### config.mk
export PLATFORM = sky130hd
export DESIGN_NAME = cordic_iter_ctrl
export DESIGN_NICKNAME = d
export VERILOG_FILES = /design/src/rtl/cordic_iter_ctrl.sv
export SDC_FILE = /design/constraint.sdc
export NUM_CORES = 1
export LEC_CHECK = 0
export CAP_MARGIN = 30
export CORE_AREA = 3 3 40 42
export DETAILED_ROUTE_END_ITERATION = 10
export DIE_AREA = 0 0 43 45
export GPL_TIMING_DRIVEN = 0
export HOLD_SLACK_MARGIN = 0.12
export PLACE_DENSITY_LB_ADDON = 0.12
export SLEW_MARGIN = 20
export SYNTH_ARGS = -nofsm -noshare
export SYNTH_HDL_FRONTEND = slang
export SYNTH_SLANG_ARGS = --single-unit
### constraint.sdc
create_clock -name clk -period 3.07 [get_ports clk]
set_input_delay 0.7675 -clock clk [delete_from_list [all_inputs] [get_ports clk]]
set_output_delay 0.7675 -clock clk [all_outputs]
set_load 0.02 [all_outputs]
### src/rtl/cordic_iter_ctrl.sv
// cordic_iter_ctrl: sequences one CORDIC pass over the x/y/z add-sub units.
// A start request loads the units for one cycle. The block then runs ITERS
// micro-rotations, driving the shift index and the add/sub selects. Finally it
// freezes the units and pulses done for one cycle.
// Optional build macro: CORDIC_VECTOR_EN adds the mode port (vectoring support).
//
// state | meaning
// IDLE  | waiting for start, units held (stop=1)
// LOAD  | one cycle, units take their initial values (ld=1)
// ITER  | micro-rotation cnt, shift=cnt, add/sub selects follow the sign input
// DONE  | one cycle, results frozen, done=1; start here begins the next pass
module cordic_iter_ctrl #(
    parameter int ITERS = 16,
    parameter int CNT_W = 4
) (
    input  logic             clk,
    input  logic             reset,
    input  logic             start,
    input  logic             z_msb,
    input  logic             y_msb,
`ifdef CORDIC_VECTOR_EN
    input  logic             mode,
`endif
    output logic             ld,
    output logic             stop,
    output logic [CNT_W-1:0] shift,
    output logic             cin_x,
    output logic             cin_y,
    output logic             cin_z,
    output logic             busy,
    output logic             done
);

    typedef enum logic [1:0] {
        IDLE = 2'd0,
        LOAD = 2'd1,
        ITER = 2'd2,
        DONE = 2'd3
    } state_t;

    // Exit compares against the last index so ITERS == 2**CNT_W never needs a wrap.
    localparam logic [CNT_W-1:0] LAST_IDX = CNT_W'(ITERS - 1);

    state_t           state_q, state_d;
    logic [CNT_W-1:0] cnt_q, cnt_d;
    logic             d_pos;
    logic             accept;

    // A request is only honoured when the units are not mid-pass.
    assign accept = start && ((state_q == IDLE) || (state_q == DONE));

    // State and iteration counter registers.
    always_ff @(posedge clk) begin
        if (reset) begin
            state_q <= IDLE;
            cnt_q   <= '0;
        end else begin
            state_q <= state_d;
            cnt_q   <= cnt_d;
        end
    end

`ifdef CORDIC_VECTOR_EN
    logic mode_q;

    // Mode is captured with the start request and held for the whole pass.
    always_ff @(posedge clk) begin
        if (reset) begin
            mode_q <= 1'b0;
        end else if (accept) begin
            mode_q <= mode;
        end
    end

    // Vectoring drives y towards zero; rotation drives z towards zero.
    always_comb begin
        d_pos = mode_q ? y_msb : ~z_msb;
    end
`else
    logic unused_y_msb;
    assign unused_y_msb = y_msb;

    // Rotation only: rotate positively while z is non-negative.
    always_comb begin
        d_pos = ~z_msb;
    end
`endif

    // Next-state and counter logic.
    always_comb begin
        state_d = state_q;
        cnt_d   = cnt_q;
        case (state_q)
            IDLE: begin
                if (accept) begin
                    state_d = LOAD;
                end
            end
            LOAD: begin
                cnt_d   = '0;
                state_d = ITER;
            end
            ITER: begin
                if (cnt_q == LAST_IDX) begin
                    cnt_d   = '0;
                    state_d = DONE;
                end else begin
                    cnt_d = cnt_q + 1'b1;
                end
            end
            DONE: begin
                state_d = accept ? LOAD : IDLE;
            end
            default: begin
                state_d = IDLE;
                cnt_d   = '0;
            end
        endcase
    end

    // Output decode: Moore from state/counter, except the selects, which track the sign input.
    always_comb begin
        ld    = 1'b0;
        stop  = 1'b1;
        shift = '0;
        cin_x = 1'b0;
        cin_y = 1'b0;
        cin_z = 1'b0;
        busy  = 1'b0;
        done  = 1'b0;
        case (state_q)
            LOAD: begin
                ld   = 1'b1;
                stop = 1'b0;
                busy = 1'b1;
            end
            ITER: begin
                stop  = 1'b0;
                busy  = 1'b1;
                shift = cnt_q;
                cin_x = d_pos;
                cin_y = ~d_pos;
                cin_z = d_pos;
            end
            DONE: begin
                done = 1'b1;
            end
            default: begin
                stop = 1'b1;
            end
        endcase
    end

endmodule

# Word-level counts from Yosys, hierarchy flattened
# Cells that the tools add are included.
# W data, S select, Z words.
[word_totals]
reg_bits = 6
latchBits = 0
mem_bits_ro = 0
wordCells = 29
memories = 0
ram_bits = 0
[op_classes]
bitwise_logic = 1
n_lt_le_gt_ge = 0
add_sub_neg = 1
reduce_logical = 6
muxes = 13
multipliers = 0
n_div = 0
n_shift = 0
eq_ne = 6
[op_table]
columns = ["cell", "n"]
rows = [
  ["$mux W4", 2],
  ["$pmux W2 S4", 1],
  ["$pmux W4 S2", 1],
  ["$mux W1", 7],
  ["$add A4 B1 Y4 const B", 1],
  ["$eq A2 B2 Y1 const B", 2],
  ["$eq A4 B4 Y1 const B", 1],
  ["$mux W2", 2],
  ["$ne A2 B2 Y1 const B", 2],
  ["$eq A2 B1 Y1 const B", 1],
  ["$logic_not A2 Y1", 1],
  ["$reduce_and A2 Y1", 1],
  ["$reduce_bool A2 Y1", 1],
  ["$reduce_or A2 Y1", 1],
  ["$logic_and A1 B1 Y1", 1],
  ["$logic_or A1 B1 Y1", 1],
  ["$not A1 Y1", 1],
]

# Depth between registers and ports, before layout
# Gate-level depths: netlist of run 1.
[logic_depth]
depth_word = 5
mapped_depth = 5

# Worst setup path before layout of run 1
# No wires, ideal clock.
[synth_path]
path_kind = "register -> output"
from = "register state_q[0]"
to = "output cin_z"
t_arrival_ns = 1.473
path_stages_with_launch = 6
path_buffers = 2
required_time_ns = 2.303
setup_slack_ns = 0.829
path_cell_list = "dfxtp_1 inv_1 ha_1 clkbuf_2 nor2b_1 buf_4"
[synth_between]
elab_chain_cells = 2
[synth_rtl]
columns = ["element", "line_no", "source"]
rows = [
  ["start: declaration", "44", "state_t state_q, state_d;"],
  ["start signal: assignment", "58", "state_q <= state_d;"],
  ["$eq A2 B2 Y1", "-", ""],
  ["$mux W1", "-", ""],
  ["end: declaration", "29", "output logic cin_z,"],
]
# No other way between the ends.

# Worst setup path after layout of run 1
[layout_path]
from = "register state_q[0]"
to = "output cin_z"
[layout_between]
elab_chain_cells = 2
[layout_rtl]
columns = ["element", "line_no", "source"]
rows = [
  ["$eq A2 B2 Y1", "131", "case (state_q)"],
  ["$mux W1", "131", ""],
]
# No other way between the ends.

==> results of run 1 <==
## flip-flops by register name, summed over array words and instances, names as in the netlist
| register | cells |
|---|---|
| cnt_q | 4 |
| state_q | 2 |
## critical path, delay by kind of cell (launching register included)
| kind | cells | cell delay (ns) |
|---|---|---|
| fa+ha+maj | 1 | 0.25 |
| buf+inv | 4 | 1.06 |
| flops | 1 | 0.33 |
| simple gates | 1 | 0.19 |
## through the flow
stage	power (uW)	instances	instance area, um2	util [%]	hold WS (ns)
after floorplan	245	47	422	-	0.456
after global placement	324	76	581	45.2	0.496
after detailed placement	323	76	581	45.2	0.498
after CTS	400	79	603	46.9	0.503
after global routing	426	79	606	47.1	0.531
final	395	79	606	47.1	0.496
## final cells by class
type	instances	area, um2	share of cell area [%]
Multi-Input combinational cell	34	273	45.0
Timing Repair Buffer	14	140	23.1
Sequential cell	6	120	19.8
Clock buffer	3	22.5	3.72
Inverter	5	18.8	3.10
Tap cell	15	18.8	3.10
Buffer	2	12.5	2.07
## power by group through the flow
stage          combinational, uW  clock [uW]  sequential, uW
4_1_cts                      225        76.6            98.7
3_3_place_gp                 224           0             100
5_1_grt                      245        80.2             101
2_1_floorplan                148           0            97.5
6_report                     223        73.7            98.4
3_5_place_dp                 222           0             100
## cell usage after synthesis (all sizes together)
cell	n	area, um2
a2111oi	1	15.0
a21oi	3	15.0
a221oi	2	23.8
a22o	1	8.76
a31o	1	8.76
a31oi	1	6.26
and2	5	32.5
and3	2	12.5
buf	1	7.51
clkbuf	1	5.00
dfxtp	6	120
ha	5	62.6
inv	5	18.8
nand2	3	11.3
nand2b	1	6.26
nand3	2	15.0
nand4b	4	35.0
nor2b	2	12.5
o21ai	1	5.00
## cells by family (layout without fill, tap and decap cells)
kind of cell | after synthesis | in the layout | synth area share [%]
DFF | 6 | 6 | 28.5
AOI/OAI and AO/OA | 10 | 10 | 19.6
and+or+nand+nor | 19 | 19 | 29.7
adders and majority gates | 5 | 5 | 14.8
buffers and inverters | 7 | 24 | 7.42
## path summary, 6_finish.rpt
| kind | start | end | slack, ns |
|---|---|---|---|
| setup / recovery | state_q[0]$_SDFFE_PP0P_ | cin_z | 0.23 |
| hold / removal | cnt_q[0]$_SDFFE_PP0N_ | cnt_q[0]$_SDFFE_PP0N_ | 0.50 |
| setup reg to reg | state_q[0]$_SDFFE_PP0P_ | state_q[0]$_SDFFE_PP0P_ | 1.48 |
| hold reg to reg | cnt_q[0]$_SDFFE_PP0N_ | cnt_q[0]$_SDFFE_PP0N_ | 0.50 |
## per-layer routing
layer  GRT usage (%)  wire length [um]  up-vias
li1                -                 -      203
met1            13.9               448      187
met2            14.4               366       20
met3            4.38                74        5
met4            9.04                34        0
met5               0                 0        -
==> metrics.txt, run 1 <==
outcome=finished, final reports clean; CTS tree=yes; total CTS buffers=3; die height=roughly 45 um; H-tree levels=1; die area=a little under 2000 um2; Clock Path Buffers=2; Mapped Cells=47; Synth Cell Area=~420 um2; pre-CTS setup slack=0.265 ns; CTS Root Cell=clkbuf_4; Detailed Routing Iterations Pass 1=4; Die Wd=about 43 um; Hold WC Path Type=flip-flop to flip-flop; largest net degree at the start of global routing=11; Reg clk slew, reported paths=about 0.040 ns; internal power=231 uW; Setup-failing EPs final=0; sequential area share after synthesis=between 20% and 30%; ANT nets after route=0; vias in the first global route=357; total global-route track usage=11.0%; drt drc=0; clk sinks=6; diodes inserted=0; clock latency on the worst-skew pair=about 0.25 ns; Leak=about 0.00024 uW; Required @ worst endpoint=approximately 2.3 ns; CP Data Arrival Time=about 2.1 ns; YS warnings=0; slowest library cell on the worst path=clkdlybuf4s50_1; Sequential Power Share=around a quarter; initial antenna violation count=0; Post CTS Setup Buffer Count=0; maximum VDD drop=roughly 0.0003 V; Final Hold Vio Count=0; total congestion overflow=0; hold_buf cts=0; share of post-route cells with drive strength above 1=between 10% and 20%; Reg2Reg Depth=5; Seq cells post-synth=6; min Tclk post-route=between 2 and 3 ns; Setup Crit Path Kind=flip-flop to output pin; Gate power share=between 50% and 60%; Mean Syn Cell Area=8.97 um2; routed via count=415; # rows=13; Max-Cap Viols=0; core area=1280 um2; Largest stage delay, worst path=about 0.59 ns; fin worst setup slack=about 0.23 ns; Initial Util=between 30 and 40%; PostCTS Resize Cnt=0; RSZ-0062 raised after global routing=no; PortBufs=14; P_sw=164 uW; worst relative slew slack=between 70% and 80%; sw frac=slightly above 40%; Highest Clock Rate=between 300 and 400 MHz; worst-path maximum fanout=10; Area Overhead vs Synth=43.6%; pwr dens=~650 nW/um2; Clock power frac=approximately a fifth; DP HPWL=666 um; fin. max-slew vios=0; most frequent cells in the layout=clkdlybuf4s50_1, dfxtp_1, inv_1; Hold Path Depth=2; critical path, cell by cell=inv_1 > ha_2 > clkbuf_2 > nor2b_1 > buf_4 > clkdlybuf4s50_1; most common cell after layout, fill and taps aside=clkdlybuf4s50_1; WL final=924 um; via-per-instance ratio=around 5.3; nature of the critical path endpoint=output pin; number of top-level pins=16; Worst Skew=~0.0028 ns; gp weighted congestion=between 0.6 and 0.7; WL per Instance=11.7 um; layout net count=76; Slew @ Worst Pin=slightly above 0.3 ns; Worst Setup Start Kind=flip-flop; Fillers=around 130; Tcrit/Tclk final=between 90 and 100%; Setup TNS=0 ns; Synth Net Count=between 50 and 60; global-route wire length before repair=1.54 mm; drt initial violations=4; synth unique cells=22
Note: power is estimated with default switching activity, not from simulation.
==> run 2: changes to the inputs <==
SLEW_MARGIN = unset   (was 20)
TNS_END_PERCENT = 50   (was unset)
==> results of run 2 <==
No change in the layout: final DEF, timing and power equal those of run 1.
